`config.mk`:
```
export PLATFORM = sky130hd
export DESIGN_NAME = mealy_seq_ctrl_flat
export DESIGN_NICKNAME = d
export VERILOG_FILES = /design/src/rtl/mealy_seq_ctrl_if.sv /design/src/rtl/mealy_seq_ctrl.sv /design/src/flat_wrapper.sv
export SDC_FILE = /design/constraint.sdc
export NUM_CORES = 1
export LEC_CHECK = 0
export CELL_PAD_IN_SITES_DETAIL_PLACEMENT = 1
export CELL_PAD_IN_SITES_GLOBAL_PLACEMENT = 1
export CORE_ASPECT_RATIO = 0.6
export CORE_UTILIZATION = 42
export DETAILED_ROUTE_END_ITERATION = 8
export PLACE_DENSITY = 0.87
export SLEW_MARGIN = 30
export SYNTH_ARGS = -nofsm -noshare
export SYNTH_HDL_FRONTEND = slang
export SYNTH_SLANG_ARGS = --single-unit
```
`constraint.sdc`:
```
create_clock -name CLK -period 2.9 [get_ports CLK]
set_input_delay 0.29 -clock CLK [delete_from_list [all_inputs] [get_ports CLK]]
set_output_delay 0.29 -clock CLK [all_outputs]
set_load 0.05 [all_outputs]
```
`src/rtl/mealy_seq_ctrl_if.sv`:
```
// Host-side bus of the Mealy detector run controller: run request,
// captured stimulus and run results. The host drives through the master
// modport, and the controller uses the slave modport.
interface mealy_seq_ctrl_if #(
  parameter int PAT_W = 16,
  parameter int LEN_W = 8
);
  logic             start;
  logic [PAT_W-1:0] pattern;
  logic [LEN_W-1:0] run_len;
  logic             busy;
  logic             done;
  logic             err;
  logic             x_out;
  logic [1:0]       state_q;
  logic             y;
  logic [LEN_W-1:0] hit_cnt;

  modport master (
    output start, pattern, run_len,
    input  busy, done, err, x_out, state_q, y, hit_cnt
  );

  modport slave (
    input  start, pattern, run_len,
    output busy, done, err, x_out, state_q, y, hit_cnt
  );
endinterface

```
`src/rtl/mealy_seq_ctrl.sv`:
```
// Run controller for the 2-bit T-flip-flop Mealy detector. It captures a
// stimulus pattern and a run length, shifts the pattern out LSB first for
// run_len cycles while advancing the toggle counter, and counts the cycles
// where the Mealy output y = x & q1 & ~q0 fires. Every output except y
// comes straight from a flop.
module mealy_seq_ctrl #(
  parameter int PAT_W = 16,
  parameter int LEN_W = 8
) (
  input  logic CLK,
  input  logic RST,
  mealy_seq_ctrl_if.slave bus
);

  typedef enum logic [1:0] {
    IDLE = 2'd0,
    RUN  = 2'd1,
    DONE = 2'd2
  } fsm_t;

  fsm_t             fsm_q,     fsm_d;
  logic [PAT_W-1:0] pat_reg_q, pat_reg_d;
  logic [LEN_W-1:0] remain_q,  remain_d;
  logic [1:0]       state_q,   state_d;
  logic [LEN_W-1:0] hit_cnt_q, hit_cnt_d;
  logic             busy_q,    busy_d;
  logic             done_q,    done_d;
  logic             err_q,     err_d;
  logic             x_out_q,   x_out_d;
  logic             y;

  // The Mealy output is derived combinationally from the registered stimulus bit and counter.
  assign y = x_out_q & state_q[1] & ~state_q[0];

  // Next-state logic. Each output is computed from the next FSM state so it
  // can be registered and still line up with the state it belongs to.
  always_comb begin
    fsm_d     = fsm_q;
    pat_reg_d = pat_reg_q;
    remain_d  = remain_q;
    state_d   = state_q;
    hit_cnt_d = hit_cnt_q;
    err_d     = bus.start && (fsm_q != IDLE);

    case (fsm_q)
      IDLE: begin
        if (bus.start) begin
          pat_reg_d = bus.pattern;
          remain_d  = bus.run_len;
          state_d   = 2'b00;
          hit_cnt_d = '0;
          fsm_d     = (bus.run_len == '0) ? DONE : RUN;
        end
      end
      RUN: begin
        state_d[0] = state_q[0] ^ x_out_q;
        state_d[1] = state_q[1] ^ (x_out_q & state_q[0]);
        hit_cnt_d  = hit_cnt_q + {{(LEN_W-1){1'b0}}, y};
        pat_reg_d  = {pat_reg_q[0], pat_reg_q[PAT_W-1:1]};
        remain_d   = remain_q - LEN_W'(1);
        if (remain_q == LEN_W'(1)) begin
          fsm_d = DONE;
        end
      end
      DONE: begin
        fsm_d = IDLE;
      end
      default: begin
        fsm_d = IDLE;
      end
    endcase

    busy_d  = (fsm_d != IDLE);
    done_d  = (fsm_d == DONE);
    x_out_d = (fsm_d == RUN) ? pat_reg_d[0] : 1'b0;
  end

  // State and registered outputs. Reset clears everything, including a run in progress.
  always_ff @(posedge CLK or posedge RST) begin
    if (RST) begin
      fsm_q     <= IDLE;
      pat_reg_q <= '0;
      remain_q  <= '0;
      state_q   <= 2'b00;
      hit_cnt_q <= '0;
      busy_q    <= 1'b0;
      done_q    <= 1'b0;
      err_q     <= 1'b0;
      x_out_q   <= 1'b0;
    end else begin
      fsm_q     <= fsm_d;
      pat_reg_q <= pat_reg_d;
      remain_q  <= remain_d;
      state_q   <= state_d;
      hit_cnt_q <= hit_cnt_d;
      busy_q    <= busy_d;
      done_q    <= done_d;
      err_q     <= err_d;
      x_out_q   <= x_out_d;
    end
  end

  assign bus.busy    = busy_q;
  assign bus.done    = done_q;
  assign bus.err     = err_q;
  assign bus.x_out   = x_out_q;
  assign bus.state_q = state_q;
  assign bus.y       = y;
  assign bus.hit_cnt = hit_cnt_q;

endmodule

```
`src/flat_wrapper.sv`:
```
// flat-port wrapper written by rule: the top's interface ports become plain ports
module mealy_seq_ctrl_flat 
#(
  parameter int PAT_W = 16,
  parameter int LEN_W = 8
)
  (CLK, RST, bus_start, bus_pattern, bus_run_len, bus_busy, bus_done, bus_err, bus_x_out, bus_state_q, bus_y, bus_hit_cnt);
  mealy_seq_ctrl_if #(.PAT_W(PAT_W), .LEN_W(LEN_W)) bus_i ();
  input  logic CLK;
  input  logic RST;
  input wire logic [$bits(bus_i.start)-1:0] bus_start;
  input wire logic [$bits(bus_i.pattern)-1:0] bus_pattern;
  input wire logic [$bits(bus_i.run_len)-1:0] bus_run_len;
  output wire logic [$bits(bus_i.busy)-1:0] bus_busy;
  output wire logic [$bits(bus_i.done)-1:0] bus_done;
  output wire logic [$bits(bus_i.err)-1:0] bus_err;
  output wire logic [$bits(bus_i.x_out)-1:0] bus_x_out;
  output wire logic [$bits(bus_i.state_q)-1:0] bus_state_q;
  output wire logic [$bits(bus_i.y)-1:0] bus_y;
  output wire logic [$bits(bus_i.hit_cnt)-1:0] bus_hit_cnt;
  assign bus_i.start = bus_start;
  assign bus_i.pattern = bus_pattern;
  assign bus_i.run_len = bus_run_len;
  assign bus_busy = bus_i.busy;
  assign bus_done = bus_i.done;
  assign bus_err = bus_i.err;
  assign bus_x_out = bus_i.x_out;
  assign bus_state_q = bus_i.state_q;
  assign bus_y = bus_i.y;
  assign bus_hit_cnt = bus_i.hit_cnt;
  mealy_seq_ctrl #(.PAT_W(PAT_W), .LEN_W(LEN_W)) u_core (.CLK(CLK), .RST(RST), .bus(bus_i));
endmodule
```
==> results of run 1 <==
state kept, by name, indices dropped and copies added, names as in the netlist, 2 cells and up:
name                flops
u_core.pat_reg_q       16
u_core.fsm_q            2
u_core.bus.hit_cnt      8
u_core.bus.state_q      2
u_core.remain_q         8
cells in the mapped netlist (all sizes together) (3+ instances only):
library cell and instances:
a21o 3, a21oi 5, a22o 3, a22oi 25, a2bb2oi 6, clkbuf 13, dfrtp 40, ha 5
inv 8, mux2i 6, nand2 21, nand3b 3, nand4 4, nor2 3, nor2b 4, o21ai 22
o22ai 3, o311ai 3, or4 4
cell type report:
cell class	count	area, um^2	area share
sequential	40	1000	0.378
multi-input combinational	142	953	0.360
timing repair buffer	50	478	0.180
tap	63	78.8	0.0298
clock buffer	6	72.6	0.0274
clock inverter	2	35.0	0.0132
inverter	8	30.0	0.0113
cell families (layout without fill, tap and decap cells):
family	Yosys count	in the layout	share of synthesized area
AO/OA/AOI/OAI	77	77	0.258
AND/OR/NAND/NOR	54	54	0.147
flip-flops	40	40	0.488
buffers and inverters	23	66	0.0464
multiplexers	6	6	0.0293
adder cells (fa/ha/maj)	5	5	0.0305
critical path, cell delays in order, from the launching register on:
cell             delay [ps]
dfrtp_1                 400
nand2_1                  60
nor2_1                  130
clkdlybuf4s50_1         820
how the worst max path moves through the flow:
stage,cells past startpoint,slack (ps),end
after floorplan,6,530,u_core.bus.hit_cnt[6]$_DFFE_PP0P_
after global placement,5,890,u_core.fsm_q[1]$_DFF_PP0_
after detailed placement,5,790,u_core.bus.done$_DFF_PP0_
after CTS,3,890,bus_y
after global routing,5,750,u_core.bus.x_out$_DFF_PP0_
final,3,910,bus_y
routing by layer:
| metal | vias up | wire, um |
|---|---|---|
| met1 | 893 | 2840 |
| met5 | - | 0 |
| met3 | 8 | 302 |
| li1 | 857 | - |
| met2 | 50 | 2340 |
| met4 | 0 | 92 |
placed cells by master, fill, tap and decap left out, types with 2 or more instances in the layout:
cell type,instances
ha_1,5
a22oi_1,25
o21ai_0,21
inv_1,8
mux2i_1,6
clkbuf_8,5
dfrtp_1,40
o311ai_0,3
clkdlybuf4s50_1,41
nand4_1,4
or3_1,2
nand3b_1,3
nand2b_1,2
a21o_1,3
a21oi_1,5
nor3b_1,2
buf_4,9
nor2b_1,4
nand3_1,2
o211ai_1,2
o22ai_1,3
a22o_1,3
a2bb2oi_1,6
or4_1,3
nand2_1,21
o41ai_1,2
nor2_1,3
per-stage QoR:
stage               power, mW  instance area [um^2]  hold WS (ps)
finish                   2.60                  2650           416
global route             2.79                  2650           483
CTS                      2.62                  2650           436
detailed placement       2.16                  2540           487
global placement         2.09                  2540           464
floorplan                1.77                  2050           406
power groups by stage:
stage	logic, mW	registers [mW]	clock network, mW
finish	1.10	1.04	0.457
global route	1.21	1.09	0.494
CTS	1.11	1.04	0.466
detailed placement	1.11	1.05	0
global placement	1.05	1.03	0
floorplan	0.531	1.24	0
==> run_results.csv, run 1 <==
group,metric,value,unit
critical_path,cp-start-kind,"flip-flop",
clock_tree,clkTransAtPathRegs,80,ps
yosys,syn_inst,205,
placement,dp_hpwl,3990,um
clock_tree,cts_tree,"yes",
yosys,syn_area_per_cell,10.0,um^2
timing,tightest_slew,766,ps
cells_and_area,final_cells,311,
hold_path,hp-class,"in -> async",
critical_path,r2r-start,"u_core.fsm_q[0]$_DFF_PP0_",
clock_tree,clock-sinks,40,
pwr,p_per_area,982,mW/mm^2
clock_tree,clockBufferDepth,2,
cells_and_area,n_antenna_cell,0,
timing,rsz0062_at_grt,"false",
critical_path,r2r_end,"u_core.bus.x_out$_DFF_PP0_",
clock_tree,clock_latency,300,ps
yosys,synth_top_area_share,0.488,
pwr,p_sw,1.09,mW
placement,pre_cts_ws,793,ps
timing,fmax,0.502,GHz
clock_tree,cts_resized,0,
critical_path,worst-endpoint-required,2610,ps
critical_path,end_kind,"output port",
pwr,power_frac_comb,0.423,
pwr,internal-power,1.51,mW
detailed_routing,drtIter0Drc,90,
timing,setup_ws,906,ps
timing,hold_viol_final,0,
placement,gp_congestion,0.778,
pwr,p_leak,1.16,nW
critical_path,rr_worst_depth,5,
yosys,yosysTopAreaCell,"dfrtp_1",
global_routing,busiest_layer,"met1",
timing,fin_setup_tns,0,ps
timing,setup_viol,0,
detailed_routing,wl,5580,um
yosys,synth_area_leaders,"dfrtp_1 49%, a22oi_1 9.2%, o21ai_0 5.1%, nand2_1 3.8%, ha_1 3.1%",
yosys,ys_types,39,
pwr,clockPowerShare,0.176,
clock_tree,cts_buffers,5,
critical_path,regToRegSetupSlack,940,ps
pwr,ir_drop,0.000381,V
cells_and_area,finalNetCount,279,
outcome,status,"completed",
clock_tree,cts-root-buf,"clkbuf_8",
global_routing,grt_pass1_vias,1867,
detailed_routing,dr.pass1.iters,4,
flow_run,cap_viol_max_count,0,
global_routing,grt_pass1_wl,9650,um
detailed_routing,vias_per_cell,5.81,
yosys,ys_seq_elements,40,
cells_and_area,n_fill_cell,520,
timing,fin_crit_sh,0.688,
pwr,seq_power_share,0.401,
cells_and_area,syn_to_final_growth,29.2,%
placement,io_buffers,41,
global_routing,grt_max_degree,41,
pwr,netSwitchingFraction,0.418,
detailed_routing,wl_per_cell,17.9,um
floorplan,die_area,0.00517,mm^2
critical_path,critPathArrivalTime,1700,ps
yosys,synth_edf_count,0,
critical_path,path_class,"reg -> out",
detailed_routing,vias,1808,
floorplan,io_pins,42,
yosys,netlist_area,0.00205,mm^2
timing,skew,5.59,ps
floorplan,coreArea,0.00464,mm^2
global_routing,grtUsageMet1,0.364,
timing,slew_headroom,0.490,
critical_path,crit_fanout,4,
yosys,synth_ff_type,"dfrtp_1",
global_routing,antenna_found_initial,0,
global_routing,met3_usage,0.0587,
yosys,synth_warnings,0,
global_routing,gr-usage-all-layers,0.247,
floorplan,initial_utilization,0.442,
floorplan,num_rows,19,
cells_and_area,final_core_utilization,0.571,
yosys,postSynth.asyncResetShare,1.00,
global_routing,use_met2,0.349,
yosys,syn_nets,237,
clock_tree,cts_setup_buffers,0,
placement,dp.cells,303,
clock_tree,holdBufCountCts,0,
clock_tree,htreeDepth,2,
detailed_routing,ant_nets,0,
floorplan,dieWidth,92.2,um
cells_and_area,drive_gt1_frac,0.0726,
floorplan,chipHeight,56.1,um
yosys,yosysSeqAreaShare,0.488,
detailed_routing,drc,0,
timing,finalCriticalPeriod,1990,ps
critical_path,startpoint,"u_core.bus.state_q[1]$_DFFE_PP0P_",
timing,finalMaxSlewViolations,0,
global_routing,grt_remaining_overflow,0,
Note: power is estimated with default switching activity, not from simulation.
==> run 2: changes to the inputs <==
--- a/config.mk
+++ b/config.mk
@@ -8,9 +8,9 @@
 export CELL_PAD_IN_SITES_DETAIL_PLACEMENT = 1
 export CELL_PAD_IN_SITES_GLOBAL_PLACEMENT = 1
 export CORE_ASPECT_RATIO = 0.6
-export CORE_UTILIZATION = 42
+export CORE_UTILIZATION = 39
 export DETAILED_ROUTE_END_ITERATION = 8
-export PLACE_DENSITY = 0.87
+export PLACE_DENSITY = 0.82
 export SLEW_MARGIN = 30
 export SYNTH_ARGS = -nofsm -noshare
 export SYNTH_HDL_FRONTEND = slang
==> constraint.sdc (replaced) <==
create_clock -name CLK -period 1.9 [get_ports CLK]
set_input_delay 0.19 -clock CLK [delete_from_list [all_inputs] [get_ports CLK]]
set_output_delay 0.19 -clock CLK [all_outputs]
set_load 0.05 [all_outputs]
==> run 2 against run 1 <==
  * Via count fell by 0.44%
  * Die area increased by 7.5%
  * Combinational power increased by 56%
  * Register-to-register slack got worse by 740 ps
  * Flip-flop and latch count unchanged
  * Clock power grew 65%
  * Final cell count grew 1.3%
  * Global-route usage fell by 2.2 points
  * Final area up 2.4%
  * Clock-buffer cell count is 1 higher
  * Setup slack got worse by 780 ps
  * Critical path type unchanged
==> run_results.csv, run 2 (same netlist as run 1, synthesis figures left out) <==
group,metric,value,unit
pwr,p_sw,1.67,mW
pwr,netSwitchingFraction,0.411,
floorplan,io_pins,42,
cells_and_area,layout_commonest_cell,"clkdlybuf4s50_1",
placement,placed_cell_area,0.00258,mm^2
cells_and_area,final_core_utilization,0.536,
placement,pre_cts_ws,146,ps
flow_run,cap_viol_max_count,0,
clock_tree,clock-sinks,40,
cells_and_area,final_area,0.00271,mm^2
critical_path,slowest_stage,"clkdlybuf4s50_1",
placement,gp_congestion,0.771,
critical_path,cp_slowest_stage_delay,840,ps
global_routing,grt_remaining_overflow,0,
floorplan,num_rows,20,
cells_and_area,finalNetCount,280,
cells_and_area,largest_reg_flops,16,
timing,tightest_slew,496,ps
detailed_routing,wl,5600,um
detailed_routing,vias,1800,
clock_tree,cts_buffers,5,
cells_and_area,final_cells,315,
timing,fin_crit_sh,0.934,
detailed_routing,dr.pass1.iters,4,
floorplan,coreArea,0.00505,mm^2
clock_tree,cts_resized,0,
clock_tree,cts_tree,"yes",
hold_path,hp-class,"in -> async",
global_routing,antenna_found_initial,0,
critical_path,regToRegSetupSlack,200,ps
critical_path,crit_buf_inv,1,
critical_path,path_class,"reg -> out",
global_routing,grt_max_degree,41,
critical_path,critPathArrivalTime,1580,ps
critical_path,critPathTopFamily,"buffers and inverters",
detailed_routing,drtIter0Drc,51,
clock_tree,clock_latency,290,ps
critical_path,crit_fanout,6,
clock_tree,clockBufferDepth,2,
floorplan,initial_utilization,0.405,
global_routing,grt_pass1_wl,9350,um
pwr,p_per_area,1500,mW/mm^2
timing,hold_viol_final,0,
cells_and_area,layout_common_cells,"40 x clkdlybuf4s50_1, 38 x dfrtp_1, 25 x a22oi_1",
critical_path,cp-start-kind,"flip-flop",
pwr,power,4.07,mW
detailed_routing,drc,0,
clock_tree,cts_setup_buffers,0,
critical_path,end_kind,"output port",
critical_path,worst-endpoint-required,1710,ps
pwr,ir_drop,0.000536,V
pwr,p_leak,1.19,nW
floorplan,chipHeight,58.2,um
timing,finalCriticalPeriod,1770,ps
pwr,clockPowerShare,0.186,
floorplan,dieWidth,95.6,um
cells_and_area,syn_to_final_growth,32.3,%
global_routing,grt_pass1_vias,1867,
global_routing,gr-usage-all-layers,0.225,
detailed_routing,wl_per_cell,17.8,um
cells_and_area,largest-register,"u_core.pat_reg_q",
placement,dp_hpwl,3770,um
clock_tree,cts-root-buf,"clkbuf_8",
outcome,status,"completed",
cells_and_area,drive_gt1_frac,0.0964,
timing,fin_hold_ws,254,ps
clock_tree,holdBufCountCts,0,
pwr,internal-power,2.40,mW
timing,finalMaxSlewViolations,0,
clock_tree,clkTransAtPathRegs,80,ps
placement,io_buffers,41,
floorplan,die_area,0.00556,mm^2
cells_and_area,n_antenna_cell,0,
pwr,seq_power_share,0.393,
timing,fmax,0.563,GHz
clock_tree,htreeDepth,2,
pwr,power_frac_comb,0.421,
timing,fin_setup_tns,0,ps
timing,slew_headroom,0.668,
detailed_routing,vias_per_cell,5.71,
timing,setup_ws,125,ps
timing,skew,7.43,ps
placement,dp.cells,307,
timing,rsz0062_at_grt,"false",
detailed_routing,ant_nets,0,
timing,setup_viol,0,
critical_path,crit_chain,"clkdlybuf4s50_1",
==> run 2: cell types whose count changed in the layout (fill, tap and decap cells not counted), sizes merged <==
cell,before,now
clkbuf,6,7
buf,9,11
clkinv,1,0
clkdlybuf4s50,41,40
==> run 2: worst paths after layout <==
path                                                    from                                end  cells after the start
setup / recovery           u_core.bus.hit_cnt[1]$_DFFE_PP0P_                     bus_hit_cnt[1]                      1
hold / removal                                           RST  u_core.bus.state_q[0]$_DFFE_PP0P_                      3
setup reg to reg              u_core.remain_q[3]$_DFFE_PP0P_         u_core.bus.x_out$_DFF_PP0_                      3
hold reg to reg             u_core.pat_reg_q[15]$_DFFE_PP0P_   u_core.pat_reg_q[15]$_DFFE_PP0P_                      2
max in group asynchronous                                RST         u_core.bus.x_out$_DFF_PP0_                      3
min in group CLK            u_core.pat_reg_q[15]$_DFFE_PP0P_   u_core.pat_reg_q[15]$_DFFE_PP0P_                      2
==> run 2: cell type report <==
class	instances	area, um^2
Clock buffer	7	96.3
Clock inverter	1	30.0
Fill cell	571	2340
Inverter	8	30.0
Multi-Input combinational cell	142	961
Sequential cell	40	1000
Tap cell	66	82.6
Timing Repair Buffer	51	508
==> run 2: power groups by stage <==
stage          Combinational [mW]  Sequential [mW]  Clock, mW
3_3_place_gp                 1.65             1.58          0
6_report                     1.72             1.60      0.756
3_5_place_dp                 1.71             1.60          0
2_1_floorplan               0.825             1.91          0
4_1_cts                      1.73             1.59      0.780
5_1_grt                      1.88             1.65      0.816
==> run 2: routing by layer <==
| metal | share of wire | track usage | vias up |
|---|---|---|---|
| li1 | - | - | 864 |
| met1 | 0.49 | 0.311 | 894 |
| met2 | 0.46 | 0.364 | 36 |
| met3 | 0.041 | 0.0538 | 6 |
| met4 | 0.0088 | 0.0448 | 0 |
| met5 | 0 | 0 | - |
